[src/rtl/conv_pool_seq.sv]
// conv_pool_seq: binary-activation conv accumulate + max-pool with internal tap sequencer.
//
// One pooled output per START. Each accepted activation beat adds the current tap's
// weight into every lane whose activation bit is set (saturating). Lanes are then
// shifted, clamped to OW bits and max-reduced sequentially; the winner and its lane
// index are presented on a valid/ready output port.
//
// Ports:
//   CLK        clock, rising edge
//   RST_N      asynchronous active-low reset
//   START      begin a new output (sampled only in IDLE)
//   RELU_EN    clamp pooled result at 0 (latched at START)
//   W_IN       TAPS signed weights, tap t at [t*WW +: WW], stable from START to OUT handshake
//   A_IN       activation bits for the current tap, bit i = lane i
//   A_VALID    A_IN valid
//   A_READY    block accepts a beat (ACC state)
//   CMP        signed pooled result
//   MAX_IDX    winning lane
//   OUT_VALID  CMP/MAX_IDX valid
//   OUT_READY  consumer accepts output
//   BUSY       high in any state except IDLE
module conv_pool_seq #(
  parameter int unsigned NCH   = 9,
  parameter int unsigned TAPS  = 9,
  parameter int unsigned WW    = 8,
  parameter int unsigned AW    = 12,
  parameter int unsigned OW    = 6,
  parameter int unsigned SHIFT = 6
) (
  input  logic                    CLK,
  input  logic                    RST_N,
  input  logic                    START,
  input  logic                    RELU_EN,
  input  logic [TAPS*WW-1:0]      W_IN,
  input  logic [NCH-1:0]          A_IN,
  input  logic                    A_VALID,
  output logic                    A_READY,
  output logic signed [OW-1:0]    CMP,
  output logic [$clog2(NCH)-1:0]  MAX_IDX,
  output logic                    OUT_VALID,
  input  logic                    OUT_READY,
  output logic                    BUSY
);

  localparam int unsigned IW = $clog2(NCH);
  localparam int unsigned TW = (TAPS > 1) ? $clog2(TAPS) : 1;
  // Reduce counter must reach NCH: one extra slot for the lane-value pipeline stage.
  localparam int unsigned RW = $clog2(NCH + 1);

  // Lane clamp bounds expressed at accumulator width (assumes OW <= AW).
  localparam logic signed [AW-1:0] LaneMax = {{(AW-OW+1){1'b0}}, {(OW-1){1'b1}}};
  localparam logic signed [AW-1:0] LaneMin = {{(AW-OW+1){1'b1}}, {(OW-1){1'b0}}};

  typedef enum logic [1:0] {StIdle, StAcc, StReduce, StOut} state_e;

  state_e               state_q, state_d;
  logic signed [AW-1:0] acc_q [NCH];
  logic signed [AW-1:0] acc_d [NCH];
  logic [TW-1:0]        tap_q, tap_d;
  logic [RW-1:0]        red_q, red_d;
  logic signed [OW-1:0] lane_v_q, lane_v_d;
  logic signed [OW-1:0] best_q, best_d;
  logic [IW-1:0]        idx_q, idx_d;
  logic                 relu_q, relu_d;
  logic signed [OW-1:0] cmp_q, cmp_d;
  logic [IW-1:0]        max_idx_q, max_idx_d;
  logic                 out_valid_q, out_valid_d;

  logic signed [WW-1:0] w_tap;
  logic [IW-1:0]        fetch_idx;
  logic signed [OW-1:0] cand_best;
  logic [IW-1:0]        cand_idx;

  function automatic logic signed [AW-1:0] sat_add(input logic signed [AW-1:0] a,
                                                   input logic signed [WW-1:0] w);
    logic [AW:0] s;
    s = {a[AW-1], a} + {{(AW+1-WW){w[WW-1]}}, w};
    // Overflow when the two top bits of the widened sum disagree.
    if (s[AW] != s[AW-1]) begin
      sat_add = s[AW] ? {1'b1, {(AW-1){1'b0}}} : {1'b0, {(AW-1){1'b1}}};
    end else begin
      sat_add = s[AW-1:0];
    end
  endfunction

  function automatic logic signed [OW-1:0] lane_val(input logic signed [AW-1:0] a);
    logic signed [AW-1:0] sh;
    sh = a >>> SHIFT;
    if (sh > LaneMax) begin
      sh = LaneMax;
    end else if (sh < LaneMin) begin
      sh = LaneMin;
    end
    lane_val = sh[OW-1:0];
  endfunction

  assign w_tap     = W_IN[tap_q*WW +: WW];
  assign fetch_idx = (red_q < RW'(NCH)) ? IW'(red_q) : '0;

  always_comb begin
    state_d     = state_q;
    acc_d       = acc_q;
    tap_d       = tap_q;
    red_d       = red_q;
    lane_v_d    = lane_v_q;
    best_d      = best_q;
    idx_d       = idx_q;
    relu_d      = relu_q;
    cmp_d       = cmp_q;
    max_idx_d   = max_idx_q;
    out_valid_d = out_valid_q;
    cand_best   = best_q;
    cand_idx    = idx_q;

    unique case (state_q)
      StIdle: begin
        if (START) begin
          for (int i = 0; i < NCH; i++) begin
            acc_d[i] = '0;
          end
          tap_d   = '0;
          relu_d  = RELU_EN;
          state_d = StAcc;
        end
      end

      StAcc: begin
        if (A_VALID) begin
          for (int i = 0; i < NCH; i++) begin
            acc_d[i] = A_IN[i] ? sat_add(acc_q[i], w_tap) : acc_q[i];
          end
          if (tap_q == TW'(TAPS - 1)) begin
            red_d   = '0;
            state_d = StReduce;
          end else begin
            tap_d = tap_q + 1'b1;
          end
        end
      end

      // Slot r fetches lane r into lane_v_q while comparing lane r-1, so the
      // shift/clamp path and the comparator sit in separate cycles.
      StReduce: begin
        if (red_q != RW'(NCH)) begin
          lane_v_d = lane_val(acc_q[fetch_idx]);
        end
        if (red_q != '0) begin
          if (red_q == RW'(1)) begin
            cand_best = lane_v_q;
            cand_idx  = '0;
          end else if (lane_v_q > best_q) begin
            // Strict compare: ties keep the lower lane.
            cand_best = lane_v_q;
            cand_idx  = IW'(red_q - 1'b1);
          end
          best_d = cand_best;
          idx_d  = cand_idx;
        end
        if (red_q == RW'(NCH)) begin
          cmp_d       = (relu_q && cand_best[OW-1]) ? '0 : cand_best;
          max_idx_d   = cand_idx;
          out_valid_d = 1'b1;
          state_d     = StOut;
        end else begin
          red_d = red_q + 1'b1;
        end
      end

      StOut: begin
        if (OUT_READY) begin
          out_valid_d = 1'b0;
          state_d     = StIdle;
        end
      end

      default: state_d = StIdle;
    endcase
  end

  always_ff @(posedge CLK or negedge RST_N) begin
    if (!RST_N) begin
      state_q     <= StIdle;
      for (int i = 0; i < NCH; i++) begin
        acc_q[i] <= '0;
      end
      tap_q       <= '0;
      red_q       <= '0;
      lane_v_q    <= '0;
      best_q      <= '0;
      idx_q       <= '0;
      relu_q      <= 1'b0;
      cmp_q       <= '0;
      max_idx_q   <= '0;
      out_valid_q <= 1'b0;
    end else begin
      state_q     <= state_d;
      acc_q       <= acc_d;
      tap_q       <= tap_d;
      red_q       <= red_d;
      lane_v_q    <= lane_v_d;
      best_q      <= best_d;
      idx_q       <= idx_d;
      relu_q      <= relu_d;
      cmp_q       <= cmp_d;
      max_idx_q   <= max_idx_d;
      out_valid_q <= out_valid_d;
    end
  end

  assign A_READY   = (state_q == StAcc);
  assign BUSY      = (state_q != StIdle);
  assign CMP       = cmp_q;
  assign MAX_IDX   = max_idx_q;
  assign OUT_VALID = out_valid_q;

endmodule

[config.mk]
export PLATFORM = sky130hd
export DESIGN_NAME = conv_pool_seq
export DESIGN_NICKNAME = d
export VERILOG_FILES = /design/src/rtl/conv_pool_seq.sv
export SDC_FILE = /design/constraint.sdc
export NUM_CORES = 1
export LEC_CHECK = 0
export CORE_UTILIZATION = 41
export CTS_CLUSTER_DIAMETER = 50
export DETAILED_ROUTE_END_ITERATION = 7
export HOLD_SLACK_MARGIN = 0.1
export PLACE_DENSITY = 0.63
export SYNTH_ARGS = -nofsm -noshare
export SYNTH_HDL_FRONTEND = slang
export SYNTH_SLANG_ARGS = --single-unit
[constraint.sdc]
create_clock -name CLK -period 7.1 [get_ports CLK]
set_clock_uncertainty 0.2 [all_clocks]
set_input_delay 1.065 -clock CLK [delete_from_list [all_inputs] [get_ports CLK]]
set_output_delay 1.065 -clock CLK [all_outputs]
set_load 0.02 [all_outputs]
# == Word-level counts from Yosys, hierarchy flattened ==
# Cells that the tools add are included.
# totals
elab_cells,154
out_inout_bits,13
ff_bits,146
in_bits,87
# classes
n_reduce_logical,23
order_cmp,5
shift,1
n_addsub,12
eq_ne,32
muxes,61
bitwise,1
# op_table
operator,count
$mux 12,29
$mux 108,2
$pmux 108 s2,1
$add 12x8->13,9
$shiftx 72x8->8,1
$bmux 12 s4,1
$reduce_and 4->1,11
$mux 6,7
$mux 4,10
$ne 2x2->1 const B,15
$pmux 4 s2,2
$mux 2,5
$ne 1x1->1,9
$add 4x1->4 const B,2
$eq 4x4->1 const B,2
$pmux 2 s4,1
$reduce_bool 2->1,4
$gt 6x6->1,1
$gt 6x6->1 const B,1
$lt 6x6->1 const B,1
$reduce_and 2->1,3
$ge 5x5->1 const B,1
$not 4->5,1
$reduce_and 5->1,1
13 further kinds,15

# == Logic depth before layout (Yosys ltp) ==
# Gate-level depths: netlist (run 1).
# depth
ltp_word,9
mapped_depth,19
ltp_nobuf,16

# == Least setup slack after synthesis (run 1) ==
# No wires, ideal clock.
# synth_timing
path_type,in2reg
from,input W_IN[47]
to,register acc_q[84] (netlist bit)
required_time_ns,6.817
cell_stages,15
slack_ns,0.006
arrival_time_ns,6.811
path_buffers,1
path_cell_list,mux4_2 -> mux2i_1 -> o21ai_0 -> ha_1 -> and3_1 -> a211o_1 -> a21o_1 -> a21oi_2 -> xnor2_1 -> ha_1 -> clkinv_1 -> or2_2 -> buf_2 -> a21boi_0 -> o21ai_0
# synth_via
elab_chain_cells,7
elab_cells_between_ends,8
cone_classes,add/sub (1); eq/ne (1); shift (1); mux (5)
# synth_rtl
item,line_no,rtl
start: declaration,34,"input logic [TAPS*WW-1:0] W_IN,"
$shiftx 72x8->8 (*),97,assign w_tap = W_IN[tap_q*WW +: WW];
$add 12x8->13 (*),77,"s = {a[AW-1], a} + {{(AW+1-WW){w[WW-1]}}, w};"
$mux 12 or $ne 1x1->1 (tied branches),"80, 79",
$mux 12 (*),79,if (s[AW] != s[AW-1]) begin
$mux 12 (*),130,"acc_d[i] = A_IN[i] ? sat_add(acc_q[i], w_tap) : acc_q[i];"
$mux 108 (*),128,if (A_VALID) begin
$pmux 108 s2 (*),115,unique case (state_q)
end signal: indexed assignment,184,acc_q[i] <= '0;
end signal: assignment,197,acc_q <= acc_d;
end: declaration,57,logic signed [AW-1:0] acc_q [NCH];
# Every way passes the cells marked *; elsewhere a longest branch is shown, timed or not. The select of a mux whose other input is x is not followed.
# A chain may end at the register's enable or synchronous reset.

# == Final worst setup path (run 1) ==
# layout_timing
from,register tap_q[0]
to,register acc_q[58] (netlist bit)
# layout_via
elab_chain_cells,7
elab_cells_between_ends,8
cone_classes,add/sub (1); eq/ne (1); shift (1); mux (5)
# layout_rtl
item,line_no,rtl
start: declaration,59,"logic [TW-1:0] tap_q, tap_d;"
start signal: assignment,198,tap_q <= tap_d;
$shiftx 72x8->8 (*),97,
$add 12x8->13 (*),77,
$mux 12 or $ne 1x1->1 (tied branches),"80, 79",
$mux 12 (*),79,
$mux 12 (*),130,
$mux 108 (*),128,
$pmux 108 s2 (*),115,
# Marked as above.

==> impl_metrics.json, run 1 <==
{
  "drt_iter0_markers": 628,
  "ys_seq_elements": 146,
  "grt_pass1_vias": 10600,
  "slew_headroom_pct": 27.5,
  "syn_nets": 1582,
  "synth_top_flop_cell": "dfrtp_1",
  "cts.reportedPaths.clkPinSlew_ps": 60,
  "synth_cell_types": 77,
  "worstPathRequired_ps": 7200,
  "h-tree-depth": 4,
  "gr-total-overflow": 0,
  "outcome": "finished clean",
  "syn_area_um2": 12400,
  "syn_inst": 1346,
  "start_kind": "flop",
  "io_pins": 100,
  "wl_mm": 32.6,
  "arrival_ps": 5750,
  "synth_top_cells_by_count": "146 x dfrtp_1, 140 x ha_1, 137 x nand2_1, 124 x o21ai_0, 103 x a21oi_1",
  "die_x_um": 176,
  "yosys.area.top_type_share_pct": 29.6,
  "setup_viol": 0,
  "seq_area_frac_synth_pct": 29.6,
  "synth_top_area_cell": "dfrtp_1",
  "crit_fanout": 15,
  "tritoncts": "done",
  "period_needed_ps": 5650,
  "first_pass_iters": 5,
  "drive_gt1_share_pct": 7.86,
  "initial_core_util_pct": 41.7,
  "place.detailed.hpwl_mm": 23.3,
  "clockBufferDepth": 2,
  "n_fill_cell": 2823,
  "fmaxAchievable_ghz": 0.177,
  "rsz0062_at_grt": "no",
  "fin_crit_sh_pct": 79.5,
  "drc": 0,
  "core-area_um2": 29600,
  "critPathCaptureType": "flop",
  "final.setup.tns_ps": 0,
  "max-cap-violations": 0,
  "antenna_found_initial": 0,
  "post_cts_resized": 0,
  "clk_latency_ps": 430,
  "gp_congestion": 0.907,
  "drv_slew": 0,
  "grt_pass1_wl_mm": 54.0,
  "nets": 1673,
  "dieArea_um2": 30800,
  "grt_start_max_net_pins": 82,
  "vias_per_cell": 5.73,
  "portBuffers": 99,
  "clock-root-buffer": "clkbuf_16",
  "yosys.cell_count.top_type": "dfrtp_1",
  "syn_area_per_cell_um2": 9.18,
  "criticalPathCategory": "reg -> reg",
  "row_count": 63,
  "die_h_um": 176,
  "clock_sinks": 146,
  "track_usage_pct": 21.8,
  "yosys_warnings": 0,
  "async_flop_share_pct": 100,
  "final_cell_area_um2": 14500,
  "synth_area_leaders": "dfrtp_1 30%, ha_1 14%, o21ai_0 5.0%, a21oi_1 4.2%, nand2_1 4.2%",
  "cts-buffers-inserted": 17,
  "hold_viol": 0,
  "avgRoutedWirePerCell_um": 17.7,
  "synth_edf_count": 0,
  "post_cts_buffers": 0,
  "antenna-diode-count": 0,
  "vias": 10500,
  "ant_nets": 0,
  "syn_to_final_growth_pct": 17.1,
  "worst_pin_slew_ps": 1090,
  "hold_class": "reg -> reg",
  "hold_buffers": 0,
  "place_area_um2": 13800
}
-- metrics by stage --
stage	hold slack (ps)	utilization [%]	setup slack (ps)	std cells
floorplan	245	-	6.19	1346
global placement	257	46.5	1110	1808
detailed placement	267	46.5	1070	1808
CTS	283	48.8	1420	1840
global route	308	48.8	978	1840
finish	274	48.8	1450	1840
-- routing by layer --
metal | track usage, % | share of wire, % | vias to the layer above | wire length, um
li1 | - | - | 5208 | -
met1 | 29.3 | 47 | 5138 | 15300
met2 | 36.2 | 48 | 172 | 15500
met3 | 3.64 | 3.6 | 31 | 1160
met4 | 5.62 | 1.8 | 0 | 574
met5 | 0 | 0 | - | 0
-- area by class of cell --
cell class	instances	area [um^2]	share of cell area, %
Multi-Input combinational cell	1116	8380	57.9
Timing Repair Buffer	117	1130	7.79
Clock inverter	12	201	1.39
Tap cell	390	488	3.37
Sequential cell	146	3650	25.3
Clock buffer	20	467	3.23
Inverter	39	146	1.01
-- registers in the layout, indices dropped and copies added, names as in the netlist --
signal / flops
state_q: 2
red_q: 4
idx_q: 4
best_q: 6
acc_q: 108
OUT_VALID: 1
relu_q: 1
MAX_IDX: 4
CMP: 6
tap_q: 4
lane_v_q: 6
-- placed cells by master (no fill, tap or decap), types with 6 or more instances in the layout --
cell               n
or3_1             10
inv_1             37
a31o_2            10
a221o_1           11
xor2_1            41
a21o_1            49
a21oi_1          103
dfrtp_1          146
o21bai_1          18
a32o_1             6
nand2_1          137
nor2_1            74
o21ai_1           12
clkbuf_16         17
nand2b_1          11
clkdlybuf4s50_1   98
mux4_2            21
a211oi_1          19
nor3_1            16
a211o_1           11
mux2i_1           17
a31oi_1           12
nand3_1           62
mux2_2             9
o211ai_1           6
fa_1               9
a22oi_1            6
a21boi_0           7
xnor2_1           48
mux4_1             7
o21ai_0          116
ha_1             140
buf_4             18
o21a_1            22
nor2b_1           15
-- path summary, 6_finish.rpt --
| check | from | endpoint | slack, ps | depth (start not counted) |
|---|---|---|---|---|
| min in group asynchronous | RST_N | CMP[2] | 500 | 1 |
| max in group asynchronous | RST_N | acc_q[69] | 4780 | 2 |
| worst max register to register | tap_q[0] | acc_q[58] | 1450 | 17 |
| worst max-delay path | tap_q[0] | acc_q[58] | 1450 | 17 |
| worst min-delay path | CMP[3] | CMP[3] | 270 | 2 |
| worst min register to register | CMP[3] | CMP[3] | 270 | 2 |
-- critical path, cell delays in order (launching register included) --
cell and delay [ps]:
dfrtp_1 670, buf_4 350, mux4_2 530, mux2i_1 190, o21ai_2 200, buf_4 290, ha_1 310, a211oi_1 290
o21bai_1 150, a31o_2 270, a211o_1 290, a21o_1 200, a21oi_2 180, xnor2_1 100, ha_1 480, nand2b_1 360
o21ai_2 70, or3b_1 390
-- cells by family (layout without fill, tap and decap cells) --
kind of cell               Yosys count  after routing  share of synthesized area (%)
muxes                               54             54                           7.51
DFF                                146            146                           29.6
buffers and inverters               84            188                           2.76
and+or+nand+nor                    355            355                           13.1
adders and majority gates          153            153                           16.0
AOI/OAI and AO/OA                  465            465                           24.8
xor gates and xnor gates            89             89                           6.31
Power of run 1 is left out: the tool's default activity adds up to more than one toggle a clock period on the data nets, which glitch-free logic cannot reach.
==> run 2: changes to the inputs <==
PLACE_DENSITY = 0.61   (was 0.63)
clock period = 5.27 ns   (was 7.1 ns; I/O delays follow)
==> impl_metrics.json, run 2 (synthesized netlist as in run 1, its figures left out) <==
{
  "drc": 0,
  "grt_pass1_wl_mm": 54.6,
  "cts-buffers-inserted": 17,
  "drive_gt1_share_pct": 12.1,
  "fmaxAchievable_ghz": 0.205,
  "r2r_cells": 18,
  "fin_crit_sh_pct": 92.6,
  "outcome": "finished clean",
  "period_needed_ps": 4880,
  "arrival_ps": 5020,
  "ant_nets": 0,
  "place_area_um2": 14400,
  "rr_startpoint": "tap_q[1]",
  "rsz0062_at_grt": "no",
  "clock_sinks": 146,
  "drt_iter0_markers": 584,
  "die_x_um": 176,
  "hold_class": "in -> async",
  "crit_fanout": 7,
  "largest_reg_flops": 108,
  "cts.reportedPaths.clkPinSlew_ps": 60,
  "criticalPathCategory": "in -> reg",
  "antenna_found_initial": 0,
  "slew_headroom_pct": 23.5,
  "worst_hold_slack_ps": 229,
  "vias": 10700,
  "clockBufferDepth": 2,
  "r2r_slack_ps": 450,
  "grt_pass1_vias": 10400,
  "core-area_um2": 29600,
  "utilization_pct": 50.6,
  "final_cell_area_um2": 15000,
  "grt_start_max_net_pins": 90,
  "hold_buffers": 0,
  "worstPathRequired_ps": 5410,
  "final_cell_mix": "146 x dfrtp_1, 140 x ha_1, 137 x nand2_1",
  "reg2reg_to": "acc_q[85]",
  "nets": 1741,
  "place.detailed.hpwl_mm": 25.0,
  "clk_latency_ps": 430,
  "gr-total-overflow": 0,
  "first_pass_iters": 5,
  "initial_core_util_pct": 41.7,
  "row_count": 63,
  "final.setup.tns_ps": 0,
  "die_h_um": 176,
  "portBuffers": 99,
  "dieArea_um2": 30800,
  "io_pins": 100,
  "start_kind": "primary input",
  "worst_pin_slew_ps": 1150,
  "drv_slew": 0,
  "vias_per_cell": 5.61,
  "gp_congestion": 0.849,
  "setup_viol": 0,
  "critPathCaptureType": "flop",
  "max-cap-violations": 0,
  "h-tree-depth": 4,
  "final_common_cell": "dfrtp_1",
  "hold_viol": 0,
  "regMostFlops": "acc_q",
  "tritoncts": "done",
  "clock-root-buffer": "clkbuf_16",
  "syn_to_final_growth_pct": 21.4,
  "avgRoutedWirePerCell_um": 17.5,
  "track_usage_pct": 22.2,
  "wl_mm": 33.5
}
==> run 2: cell types whose count changed in the layout (fill, tap and decap cells not counted), sizes merged <==
cell,before,now
buf,19,87
bufinv,5,4
diode,0,1
clkinv,5,6
==> run 2: area by class of cell <==
class                      instances  area (um^2)
sequential                       146         3650
antenna                            1         2.50
clock buffer                      20          447
timing repair buffer             185         1700
tap                              390          488
inverter                          39          146
fill                            2813        14600
multi-input combinational       1116         8390
clock inverter                    12          180
==> run 2: how the worst max path moves through the flow <==
| stage | to | slack (ps) | depth (start not counted) | startpoint |
|---|---|---|---|---|
| 5_1_grt | acc_q[60] | 120 | 17 | W_IN[24] |
| 2_1_floorplan | acc_q[84] | 30 | 17 | tap_q[1] |
| 3_3_place_gp | acc_q[66] | -80 | 18 | W_IN[57] |
| 6_report | acc_q[52] | 390 | 17 | W_IN[24] |
| 3_5_place_dp | acc_q[22] | -190 | 15 | W_IN[56] |
| 4_1_cts | acc_q[13] | 240 | 15 | W_IN[56] |
==> run 2: what timing repair did <==
action,CTS,global route
setup endpoints to repair,0,19
resized for setup,0,3
setup buffers,0,0
==> run 2: per-layer routing <==
metal / part of all wire [%] / routed length, um / track usage, % / vias to the layer above
met5: 0 / 0 / 0 / -
met4: 1.4 / 467 / 4.82 / 0
met3: 2.8 / 948 / 3.51 / 23
met2: 48 / 16000 / 37.1 / 139
met1: 48 / 16100 / 30.0 / 5208
li1: - / - / - / 5344
==> run 2: critical path, cell delays in order <==
cell and delay, ps:
clkdlybuf4s50_1 400, mux4_2 470, mux2i_1 170, o21ai_1 200
buf_4 230, ha_1 230, a211oi_1 310, o21bai_1 170
a31o_2 290, a211o_1 290, a21o_1 200, a21oi_2 170
xnor2_1 90, ha_1 360, buf_4 190, o31a_1 300
o21ai_0 150
==> run 2: per-stage QoR <==
| stage | worst slack (ps) | instances |
|---|---|---|
| 2_1_floorplan | 26.9 | 1346 |
| 3_3_place_gp | -75.7 | 1876 |
| 3_5_place_dp | -186 | 1876 |
| 4_1_cts | 244 | 1908 |
| 5_1_grt | 124 | 1908 |
| 6_report | 391 | 1909 |
Power of run 2 is left out for the same reason.
